<file path="src/rtl/riscv_pkg.sv">
// riscv_pkg: opcodes, sequencer state encoding and fault codes for the multi-cycle core
package riscv_pkg;
  localparam logic [6:0] OP_R      = 7'b0110011;
  localparam logic [6:0] OP_I      = 7'b0010011;
  localparam logic [6:0] OP_LOAD   = 7'b0000011;
  localparam logic [6:0] OP_STORE  = 7'b0100011;
  localparam logic [6:0] OP_BRANCH = 7'b1100011;
  localparam logic [6:0] OP_JAL    = 7'b1101111;
  localparam logic [6:0] OP_JALR   = 7'b1100111;
  localparam logic [6:0] OP_LUI    = 7'b0110111;
  localparam logic [6:0] OP_AUIPC  = 7'b0010111;
  localparam logic [6:0] OP_SYSTEM = 7'b1110011;
  localparam logic [2:0] S_IDLE    = 3'd0;
  localparam logic [2:0] S_FETCH   = 3'd1;
  localparam logic [2:0] S_DECODE  = 3'd2;
  localparam logic [2:0] S_EXECUTE = 3'd3;
  localparam logic [2:0] S_MEM     = 3'd4;
  localparam logic [2:0] S_WB      = 3'd5;
  localparam logic [2:0] S_HALT    = 3'd6;
  localparam logic [2:0] S_FAULT   = 3'd7;
  localparam logic [1:0] FC_NONE    = 2'b00;
  localparam logic [1:0] FC_FETCH   = 2'b01;
  localparam logic [1:0] FC_ILLEGAL = 2'b10;
  localparam logic [1:0] FC_DATA    = 2'b11;
  function automatic logic is_legal(input logic [6:0] op);
    return op inside {OP_R, OP_I, OP_LOAD, OP_STORE, OP_BRANCH,
                      OP_JAL, OP_JALR, OP_LUI, OP_AUIPC, OP_SYSTEM};
  endfunction
endpackage

</file>
<file path="src/rtl/mem_wait_timer.sv">
// mem_wait_timer: wait-state counter shared by the FETCH and MEM accesses
// Ports: clk, rst (async, active-low), clr (zero the count), en (count one wait cycle),
//        expired (this enabled wait cycle brings the count to MEM_TIMEOUT)
module mem_wait_timer #(
  parameter int MEM_TIMEOUT = 15,
  parameter int CNT_W = 8
) (
  input  logic clk,
  input  logic rst,
  input  logic clr,
  input  logic en,
  output logic expired
);
  logic [CNT_W-1:0] cnt;
  always_ff @(posedge clk or negedge rst)
    if (!rst) cnt <= '0;
    else if (clr) cnt <= '0;
    else if (en) cnt <= cnt + CNT_W'(1);
  // flagged one cycle early so the FSM leaves on the wait cycle that reaches the limit
  assign expired = en && (cnt == CNT_W'(MEM_TIMEOUT - 1));
endmodule

</file>
<file path="src/rtl/multicycle_sequencer.sv">
// multicycle_sequencer: FETCH/DECODE/EXECUTE/MEM/WB control with memory handshake and fault reporting
// Ports: clk, rst (async, active-low), start, opcode, Mem_R/Mem_W/Reg_W strobes, mem_ready in;
//        mem_req/mem_we/mem_is_fetch memory control, ir_we/pc_we/rf_we datapath enables,
//        state, halted, fault, fault_code, instret out
module multicycle_sequencer import riscv_pkg::*; #(
  parameter int MEM_TIMEOUT = 15,
  parameter int CNT_W = 8
) (
  input  logic        clk,
  input  logic        rst,
  input  logic        start,
  input  logic [6:0]  opcode,
  input  logic        Mem_R,
  input  logic        Mem_W,
  input  logic        Reg_W,
  input  logic        mem_ready,
  output logic        mem_req,
  output logic        mem_we,
  output logic        mem_is_fetch,
  output logic        ir_we,
  output logic        pc_we,
  output logic        rf_we,
  output logic [2:0]  state,
  output logic        halted,
  output logic        fault,
  output logic [1:0]  fault_code,
  output logic [31:0] instret
);
  logic [2:0] state_nxt;
  logic [1:0] fc_nxt;
  logic in_access, expired;
  assign in_access = state == S_FETCH || state == S_MEM;
  // a completed access or leaving FETCH/MEM clears, so every entry starts from zero
  mem_wait_timer #(.MEM_TIMEOUT(MEM_TIMEOUT), .CNT_W(CNT_W)) u_timer (
    .clk(clk),
    .rst(rst),
    .clr(!in_access || mem_ready),
    .en(in_access && !mem_ready),
    .expired(expired)
  );
  always_ff @(posedge clk or negedge rst)
    if (!rst) begin
      state      <= S_IDLE;
      fault_code <= FC_NONE;
      instret    <= '0;
    end else begin
      state      <= state_nxt;
      fault_code <= fc_nxt;
      instret    <= instret + {31'd0, pc_we};
    end
  always_comb begin
    state_nxt = state;
    fc_nxt    = fault_code;
    case (state)
      S_IDLE:    state_nxt = start ? S_FETCH : S_IDLE;
      S_FETCH:
        if (mem_ready) state_nxt = S_DECODE;
        else if (expired) begin
          state_nxt = S_FAULT;
          fc_nxt    = FC_FETCH;
        end
      S_DECODE:
        if (opcode == OP_SYSTEM) state_nxt = S_HALT;
        else if (!is_legal(opcode)) begin
          state_nxt = S_FAULT;
          fc_nxt    = FC_ILLEGAL;
        end else state_nxt = S_EXECUTE;
      S_EXECUTE:
        if (Mem_R && Mem_W) begin
          state_nxt = S_FAULT;
          fc_nxt    = FC_ILLEGAL;
        end else state_nxt = (Mem_R || Mem_W) ? S_MEM : Reg_W ? S_WB : S_FETCH;
      S_MEM:
        if (mem_ready) state_nxt = Mem_R ? S_WB : S_FETCH;
        else if (expired) begin
          state_nxt = S_FAULT;
          fc_nxt    = FC_DATA;
        end
      S_WB:      state_nxt = S_FETCH;
      default:   state_nxt = state;
    endcase
  end
  always_comb begin
    mem_req      = in_access;
    mem_is_fetch = state == S_FETCH;
    mem_we       = state == S_MEM && Mem_W;
    ir_we        = state == S_FETCH && mem_ready;
    rf_we        = state == S_WB;
    // every retire path commits the PC exactly once
    pc_we        = rf_we || (state == S_EXECUTE && !(Mem_R || Mem_W || Reg_W))
                   || (state == S_MEM && mem_ready && !Mem_R);
    halted       = state == S_HALT;
    fault        = state == S_FAULT;
  end
endmodule

</file>
<file path="config.mk">
export PLATFORM = sky130hd
export DESIGN_NAME = multicycle_sequencer
export DESIGN_NICKNAME = d
export VERILOG_FILES = /design/src/rtl/riscv_pkg.sv /design/src/rtl/mem_wait_timer.sv /design/src/rtl/multicycle_sequencer.sv
export SDC_FILE = /design/constraint.sdc
export NUM_CORES = 1
export LEC_CHECK = 0
export CAP_MARGIN = 20
export CORE_ASPECT_RATIO = 1.25
export CORE_MARGIN = 2
export CORE_UTILIZATION = 48
export DETAILED_ROUTE_END_ITERATION = 8
export PLACE_DENSITY_LB_ADDON = 0.08
export SLEW_MARGIN = 30
export SYNTH_ARGS = -nofsm -noshare
export SYNTH_HDL_FRONTEND = slang
export SYNTH_SLANG_ARGS = --single-unit
</file>
<file path="constraint.sdc">
create_clock -name clk -period 2.5 [get_ports clk]
set_input_delay 0.75 -clock clk [delete_from_list [all_inputs] [get_ports clk]]
set_output_delay 0.75 -clock clk [all_outputs]
set_load 0.005 [all_outputs]
</file>
==> metrics <==
result of the run=finished, final reports clean; switching share of total power=33.6%; net switching power=0.000783 W; net count after synthesis=237; area of the die=0.00525 sq mm; FF+latch area=0.00113 sq mm; total CTS buffers=5; number of flops mapped to enable cells by yosys=0; critical path class=reg -> out; fin crit share=96.2%; Slowest cell on crit path=clkdlybuf4s50_1; unrepaired setup endpoints after global routing=true; Finished Core Util=73.8%; post-synthesis register bit count=45; slew margin rel.=58.4%; half-perimeter wire length after placement=3790 um; final setup violating endpoints=0; clock power share=19.6%; total track usage=21.6%; area growth from synthesis to final layout=46.2%; post-CTS clock slew at the launch and capture registers of the worst setup and hold paths=0.09 ns; library cell used as clock root buffer=clkbuf_8; ys async rst share=100%; sequential cell fraction of total power=39.8%; htree depth=2; standard cell area after detailed placement=0.00307 sq mm; TritonCTS clock tree=yes; most congested layer reported by global routing=met2; number of search-and-repair iterations in the first detailed-routing pass=4; worst skew pair latency=0.30 ns; Register-to-Register Setup Slack=0.27 ns; via count of the first global-routing pass=1,972; arrival time reported for the critical path endpoint=1.66 ns; peak fanout along the critical path=8; Max Clock Skew=0.00719 ns; routed length per placed instance=14.3 um; initial standard-cell utilization of the core=50.4%; global-route track usage on met1=25.4%; critical path endpoint category=primary output; TNS Setup=0 ns; Syn. warnings=0; Leakage=1.43 nW; Max Cap Violations=0; diode insertion count for antenna repair=0; Hold Crit Class=in -> async; DIE HEIGHT=80.5 um; sum of overflow across all layers after global routing=0; met2 Track Usage GR=39.8%; Fill cells=352; data required time at the worst endpoint=1.75 ns; leading cell type in the layout, fill and taps excluded=clkdlybuf4s50_1; number of endpoints with negative hold slack in the final report=0; number of clock sinks=45; Cells after DPL=347; Critical path buffers and inverters=2; Slowest Stage Delay on Critical Path=0.52 ns; cell family with most CP delay=buffers and inverters; final-report max-slew violation count=0; Mean Syn Cell Area=10.4 sq um; part of the total power dissipated in combinational logic=40.6%; DRT Wirelength=5190 um; IR Drop Worst-Case VDD=509 uV; number of standard cells in the layout, taps in and fillers out=363; share of cells above drive strength 1=21.3%; Std-Cell Rows=27; nets@finish=324; Post-Synthesis Cell Area=0.00225 sq mm; initial detailed-routing violation count=92; CP cell instances=inv_2, nand2_1, nor3_2, clkdlybuf4s50_1; Max Buffers Root-to-Sink=2; Syn Inst Count=217; multi-input logic area=0.00120 sq mm; boundary pin count=59; final weighted congestion in routability-driven placement=0.860; sequential element share of the synthesized area=50.1%; Die Wd=65.2 um; number of distinct standard cells referenced by the synthesized netlist=43; commonest register cell after synthesis=dfrtp_1; wire length of the first global-routing pass=8870 um; most frequent cells in the layout=clkdlybuf4s50_1, dfrtp_1, buf_4; Max Clock Freq=416 MHz; PortBufs=58; cell-internal power=0.00154 W; min Tclk post-route=2.41 ns; DRC violation count after routing=0; final design instance area without fill=0.00329 sq mm; global routing met3 resource utilization=5.18%; antenna viol nets, final=0; hold_ws=0.463 ns; worst slew pin tran=0.624 ns; via count normalized by instance count=5.23; antenna violations before repair=0; pwr dens=708 mW/mm^2; pin count of the biggest net entering global routing=29; Core Box Area=0.00446 sq mm; routed vias=1,899; startpoint types=flip-flop
[cell families after synthesis]
family | after synthesis | share of synthesized area, %
buffers and inverters | 15 | 2.89
xor gates and xnor gates | 35 | 13.6
AOI/OAI and AO/OA | 21 | 6.90
and+or+nand+nor | 95 | 23.2
DFF | 45 | 50.1
adders and majority gates | 6 | 3.34
[routing by layer]
metal  part of all wire (%)  up-vias
met2                     55       38
met4                   0.37        0
met1                     40      928
li1                       -      931
met3                    4.4        2
met5                      0        -
[worst paths after layout]
path                                        from               endpoint  cells after the start
setup reg to reg            state[0]$_DFFE_PN0P_  instret[27]$_DFF_PN0_                     10
hold / removal                               rst  instret[28]$_DFF_PN0_                      1
setup / recovery            state[1]$_DFFE_PN0P_                 mem_we                      4
max in group asynchronous                    rst   state[0]$_DFFE_PN0P_                      2
hold reg to reg            instret[31]$_DFF_PN0_  instret[31]$_DFF_PN0_                      1
min in group clk           instret[31]$_DFF_PN0_  instret[31]$_DFF_PN0_                      1
[state kept, by name, summed over array words and instances (netlist names)]
name / count
instret: 32
u_timer.cnt: 8
fault_code: 2
state: 3
[power by group through the flow]
stage	Clock (W)	Combinational, W	Sequential [W]
after floorplan	0	0.000396	0.000927
after global placement	0	0.000791	0.000948
after detailed placement	0	0.000799	0.000954
after CTS	0.000469	0.000879	0.000937
after global routing	0.000504	0.00104	0.000943
final	0.000455	0.000945	0.000927
[per-stage QoR]
step | setup slack (ns) | total power [W]
detailed placement | -0.616 | 0.00175
global route | -0.0402 | 0.00248
global placement | -0.547 | 0.00174
finish | 0.0939 | 0.00233
CTS | 0.0277 | 0.00228
floorplan | -0.0251 | 0.00132
[synth_stat cells, types with 2 or more instances]
cell type	number	share of area, %
dfrtp_1	45	50
xnor2_1	24	9.3
nand2_1	16	2.7
nand3_1	16	3.6
nor2_1	14	2.3
nand4_1	13	3.6
xor2_1	11	4.3
inv_1	10	1.7
and3_1	8	2.2
nor3_1	8	1.8
ha_1	6	3.3
a21oi_1	4	0.89
o21ai_0	3	0.67
or3_1	3	0.83
a31oi_1	2	0.56
and2_1	2	0.56
and4_1	2	0.78
clkbuf_1	2	0.33
nand2b_1	2	0.56
nor2b_1	2	0.56
o311ai_0	2	0.78
[area by class of cell]
type                            instances  share of cell area, %
Clock buffer                            5                   2.09
Clock inverter                          3                  0.647
Inverter                               11                   1.26
Multi-Input combinational cell        157                   36.4
Sequential cell                        45                   34.3
Tap cell                               58                   2.21
Timing Repair Buffer                   84                   23.1
[repair_timing]
item	4_1_cts	5_1_grt
setup buffers	4	4
hold endpoints to repair	0	0
setup endpoints to repair	30	24
gates resized for setup	19	13
gates cloned	0	0
pin swaps	5	5
hold buffers	0	0
Note: power is estimated with default switching activity, not from simulation.
==> variant 1: new RTL, same settings <==
`CNT_W` is set to 8 in 2 places; all go to 10.
--- a/src/rtl/mem_wait_timer.sv
+++ b/src/rtl/mem_wait_timer.sv
@@ -3,7 +3,7 @@
 //        expired (this enabled wait cycle brings the count to MEM_TIMEOUT)
 module mem_wait_timer #(
   parameter int MEM_TIMEOUT = 15,
-  parameter int CNT_W = 8
+  parameter int CNT_W = 10
 ) (
   input  logic clk,
   input  logic rst,
--- a/src/rtl/multicycle_sequencer.sv
+++ b/src/rtl/multicycle_sequencer.sv
@@ -4,7 +4,7 @@
 //        state, halted, fault, fault_code, instret out
 module multicycle_sequencer import riscv_pkg::*; #(
   parameter int MEM_TIMEOUT = 15,
-  parameter int CNT_W = 8
+  parameter int CNT_W = 10
 ) (
   input  logic        clk,
   input  logic        rst,
Behaviour: no difference found for any inputs over 10 cycles, from zero or initial values and one cycle with rst low; that may be too few to reach the edited logic, so the function may still have changed.
==> variant 1 against the unedited design <==
- register-to-register slack got worse by 30 ps
- total power is 3.6% higher
- design area up 6.4%
- area after synthesis rose by 9.3%
- sequential cell count is 2 higher
- clock power rose by 8.1%
- routed wire length rose by 4.1%
- setup slack lost 52 ps
- core utilization decreased by 3.9 points
- critical endpoint is now pc_we
==> variant 1: results (changes against the unedited design) <==
- Pin count of the biggest net entering global routing: 25 (-14%)
- Post-Syn Area per Cell: 9.96 um2 (-3.9%)
- Final wirelength: 5400 um (+4.1%)
- Sw frac: 34.0% (+0.33 points)
- Inst Count DP: 380 (+9.5%)
- Compound-gate portion of the synthesized area: 6.82% (-0.081 points)
- Layout cells sized above 1: 20.2% (-1.1 points)
- Combinational power: 0.966 mW (+2.2%)
- Pre-CTS WS: -847 ps (-231 ps)
- DP HPWL: 4030 um (+6.5%)
- First-pass GRT wire length: 9380 um (+5.8%)
- DR pass1 iterations: 4 (unchanged)
- Via density: 5.36 (+2.5%)
- Peak VDD IR: 0.000681 V (+34%)
- Synth top area cells: dfrtp_1 48%, xnor2_1 8.5%, xor2_1 4.6%
- Worst r2r dst: instret[25]
- FF-to-FF setup slack: 240 ps (-30 ps)
- Sequential power share: 39.5% (-0.3 points)
- Syn nets: 267 (+13%)
- DP Area: 3330 um2 (+8.4%)
- Tightest Pin Transition: 557 ps (-67.3 ps)
- Biggest regs: instret: 32 flops, u_timer.cnt: 10 flops, state: 3 flops
- Clk_lat worst skew: 300 ps (about the same)
- DRT met1 WL: 2230 um (+6.4%)
- H-tree depth: 2 (unchanged)
- Outcome: complete, no violations
- Setup Buffers After CTS: 2 (-2)
- Fin Hold WS: 428 ps (-35.2 ps)
- Diodes inserted: 0 (unchanged)
- Synth Area in Adders: 3.46% (+0.12 points)
- Xor and xnor fraction of the mapped netlist area: 13.8% (+0.21 points)
- CTS max path bufs: 2 (unchanged)
- Final RePlAce weighted congestion: 0.799 (-7.1%)
- WL met3: 210 um (-7.5%)
- All-layer global routing usage: 21.2% (-0.44 points)
- Vias: 2085 (+9.8%)
- Critical Path AT: 1710 ps (+50 ps)
- Number of distinct library cells after synthesis: 38 (-12%)
- Worst setup path start: Mem_R
- Nets: 346 (+6.8%)
- Crit path largest cell delay: 460 ps (-60 ps)
- Slowest-stage cell, CP: or4b_4
- Filler cell count: 405 (+15%)
- Initial antenna violation count: 0 (unchanged)
- Pleak: 1.51 nW (+5.1%)
- Final Skew: 10.2 ps (+2.98 ps)
- Worst reg-to-reg path cell count: 9 (-1)
- Commonest cells in the netlist: 47 x dfrtp_1, 27 x nor2_1, 24 x xnor2_1
- Iter 0 DRT Violations: 94 (+2.2%)
- Gr ovfl total: 0 (unchanged)
- Resized cells post-CTS: 35 (+16)
- Power Total: 2.41 mW (+3.6%)
- Critical path's top delay family: simple AND/OR/NAND/NOR gates
- DR WL met2: 2930 um (+3.0%)
- CP max FO: 2 (-6)
- Register area share after synthesis: 47.8% (-2.2 points)
[variant 1: routing by layer]
| layer | vias to the layer above | track usage, % |
|---|---|---|
| met2 | 51 | 38.7 |
| met1 | 1011 | 24.1 |
| met4 | 0 | 5.82 |
| met5 | - | 0 |
| li1 | 1021 | - |
| met3 | 2 | 4.18 |
[variant 1: layout make-up]
| class | count | area (um2) | share of cell area, % |
|---|---|---|---|
| clock buffer | 6 | 82.6 | 2.36 |
| clock inverter | 2 | 16.3 | 0.465 |
| inverter | 9 | 53.8 | 1.54 |
| multi-input combinational | 186 | 1350 | 38.7 |
| sequential | 47 | 1180 | 33.6 |
| tap | 62 | 77.6 | 2.22 |
| timing repair buffer | 77 | 739 | 21.1 |
[variant 1: how the worst max path moves through the flow]
stage	endpoint	slack (ps)	depth (start not counted)
detailed placement	pc_we	-850	6
finish	pc_we	40	6
global placement	pc_we	-820	6
global route	instret[21]	20	11
CTS	mem_req	6	4
floorplan	instret[25]	-110	11
==> variant 2: new RTL, config.mk and constraints unchanged <==
Made on the original files. Make the reset (`rst`) synchronous in 2 clocked blocks. Comments in the files are not updated.
--- a/src/rtl/mem_wait_timer.sv
+++ b/src/rtl/mem_wait_timer.sv
@@ -12,7 +12,7 @@
   output logic expired
 );
   logic [CNT_W-1:0] cnt;
-  always_ff @(posedge clk or negedge rst)
+  always_ff @(posedge clk)
     if (!rst) cnt <= '0;
     else if (clr) cnt <= '0;
     else if (en) cnt <= cnt + CNT_W'(1);
--- a/src/rtl/multicycle_sequencer.sv
+++ b/src/rtl/multicycle_sequencer.sv
@@ -38,7 +38,7 @@
     .en(in_access && !mem_ready),
     .expired(expired)
   );
-  always_ff @(posedge clk or negedge rst)
+  always_ff @(posedge clk)
     if (!rst) begin
       state      <= S_IDLE;
       fault_code <= FC_NONE;
Behaviour: differs if rst is asserted again (counterexample within 4 cycles, from zero or initial values and one cycle with rst low); with rst held inactive, the same outputs for 10 cycles.
==> variant 2 against the unedited design <==
- count of clock-buffer cells in the layout up 2
- fmax down 2.7%
- sequential cell count unchanged
- register-to-register slack worse by 120 ps
- highest routed layer unchanged
- design area about the same
- area after synthesis up 3.5%
- largest cell class unchanged
- critical path depth up 1
- routed wire length down 0.44%
- setup slack worse by 66 ps
Power is not compared: it rests on default switching activity, and its combinational part moved more than twofold at a synthesized area within 25%.
==> variant 2: results (changes against the unedited design) <==
- Outcome: complete, no violations
- Vias in the first global route: 1965 (-0.35%)
- Inst Count DP: 400 (+15%)
- Worst reg-to-reg path cell count: 9 (-1)
- Filler cell count: 413 (+17%)
- Max_slew headroom: 71.5% (+13 points)
- Initial antenna violation count: 0 (unchanged)
- Final Skew: 5.82 ps (-1.37 ps)
- All-layer global routing usage: 20.1% (-1.5 points)
- Via density: 5.22 (-0.12%)
- Multiplexer share of the synthesized area: 0.430% (+0.43 points)
- Pre-CTS WS: -775 ps (-160 ps)
- DP HPWL: 3980 um (+5.2%)
- Nets: 371 (+15%)
- CP max FO: 9 (+1)
- Clock root buffer: clkbuf_8
- Synth Area in Adders: 4.30% (+0.96 points)
- Commonest cells in the netlist: 53 x nor2_1, 45 x dfxtp_1, 28 x xor2_1
- Cells after Synth: 272 (+25%)
- Final RePlAce weighted congestion: 0.837 (-2.6%)
- Type of the most critical hold path: reg2reg
- Critical Path AT: 1720 ps (+60 ps)
- Number of distinct library cells after synthesis: 47 (+9.3%)
- Crit path largest cell delay: 500 ps (-20 ps)
- WL/cell: 12.6 um (-12%)
- Register area share after synthesis: 38.7% (-11 points)
- Synth top area cells: dfxtp_1 39%, xor2_1 11%, nor2_1 8.5%
- FFs w/ async S/R, synth: 0% (-100 points)
- Pin count of the biggest net entering global routing: 33 (+14%)
- First-pass GRT wire length: 8550 um (-3.6%)
- Iter 0 DRT Violations: 66 (-28%)
- Xor and xnor fraction of the mapped netlist area: 13.5% (-0.085 points)
- Top FF cell, synth: dfxtp_1
- Syn nets: 294 (+24%)
- Compound-gate portion of the synthesized area: 6.45% (-0.45 points)
-- variant 2: cell count changes in the layout (fill, tap and decap cells not counted), moves of 3 or more --
cell and change:
dfxtp_1 +43, xor2_1 +17, dfrtp_1 -43, or3_1 -3
nor3b_1 +4, nand3_1 +4, nor3_2 -3, nor2_1 +39
xnor2_1 -16, a211oi_1 +4, buf_4 -4
-- variant 2: final timing paths --
| path | startpoint | end | slack [ps] |
|---|---|---|---|
| max | state[0] | mem_we | 30 |
| min | u_timer.cnt[0] | u_timer.cnt[0] | 470 |
| max reg2reg | state[1] | instret[14] | 150 |
| min reg2reg | u_timer.cnt[0] | u_timer.cnt[0] | 470 |
-- variant 2: timing repair --
action | CTS | global route
pin swaps | 5 | 5
endpoints found under the setup margin | 33 | 18
gates resized for setup | 18 | 14
buffers inserted | 1 | 1
-- variant 2: area by class of cell --
type	count	area [um2]	share of cell area [%]
clock buffer	7	86.3	2.62
tap	60	75.1	2.28
timing repair buffer	80	754	22.9
multi-input combinational	207	1430	43.4
sequential	45	906	27.5
inverter	10	42.5	1.29
-- variant 2: cells by family (layout without fill, tap and decap cells) --
logic type | after synthesis | after routing
fa+ha+maj | 8 | 8
flops | 45 | 45
simple gates | 142 | 142
compound gates | 20 | 20
xor+xnor | 36 | 36
mux | 1 | 1
buf+inv | 20 | 97
-- variant 2: routing by layer --
metal / GRT usage (%) / part of all wire, % / vias up
li1: - / - / 1100
met3: 3.97 / 2.8 / 4
met5: 0 / 0 / -
met2: 38.6 / 55 / 39
met1: 21.9 / 41 / 994
met4: 6.12 / 1.0 / 0
-- variant 2: power by group --
group / internal (mW) / switching (mW) / leakage, nW / total, mW
logic: 0.0661 / 0.0579 / 0.871 / 0.124
registers: 0.719 / 0.00473 / 0.364 / 0.724
clock network: 0.219 / 0.221 / 0.0443 / 0.440
-- variant 2: through the flow --
step | setup TNS, ps | cell area [um2] | total power [mW]
3_3_place_gp | -18410 | 3140 | 0.854
4_1_cts | 0 | 3240 | 1.29
5_1_grt | -227 | 3290 | 1.34
3_5_place_dp | -19280 | 3140 | 0.855
2_1_floorplan | -681 | 2400 | 0.793
6_report | 0 | 3290 | 1.29
-- variant 2: worst max-delay path, delay by kind of cell, from the launching register on --
kind	cells	cell delay, ps
simple gates	2	310
flops	1	350
buf+inv	3	770
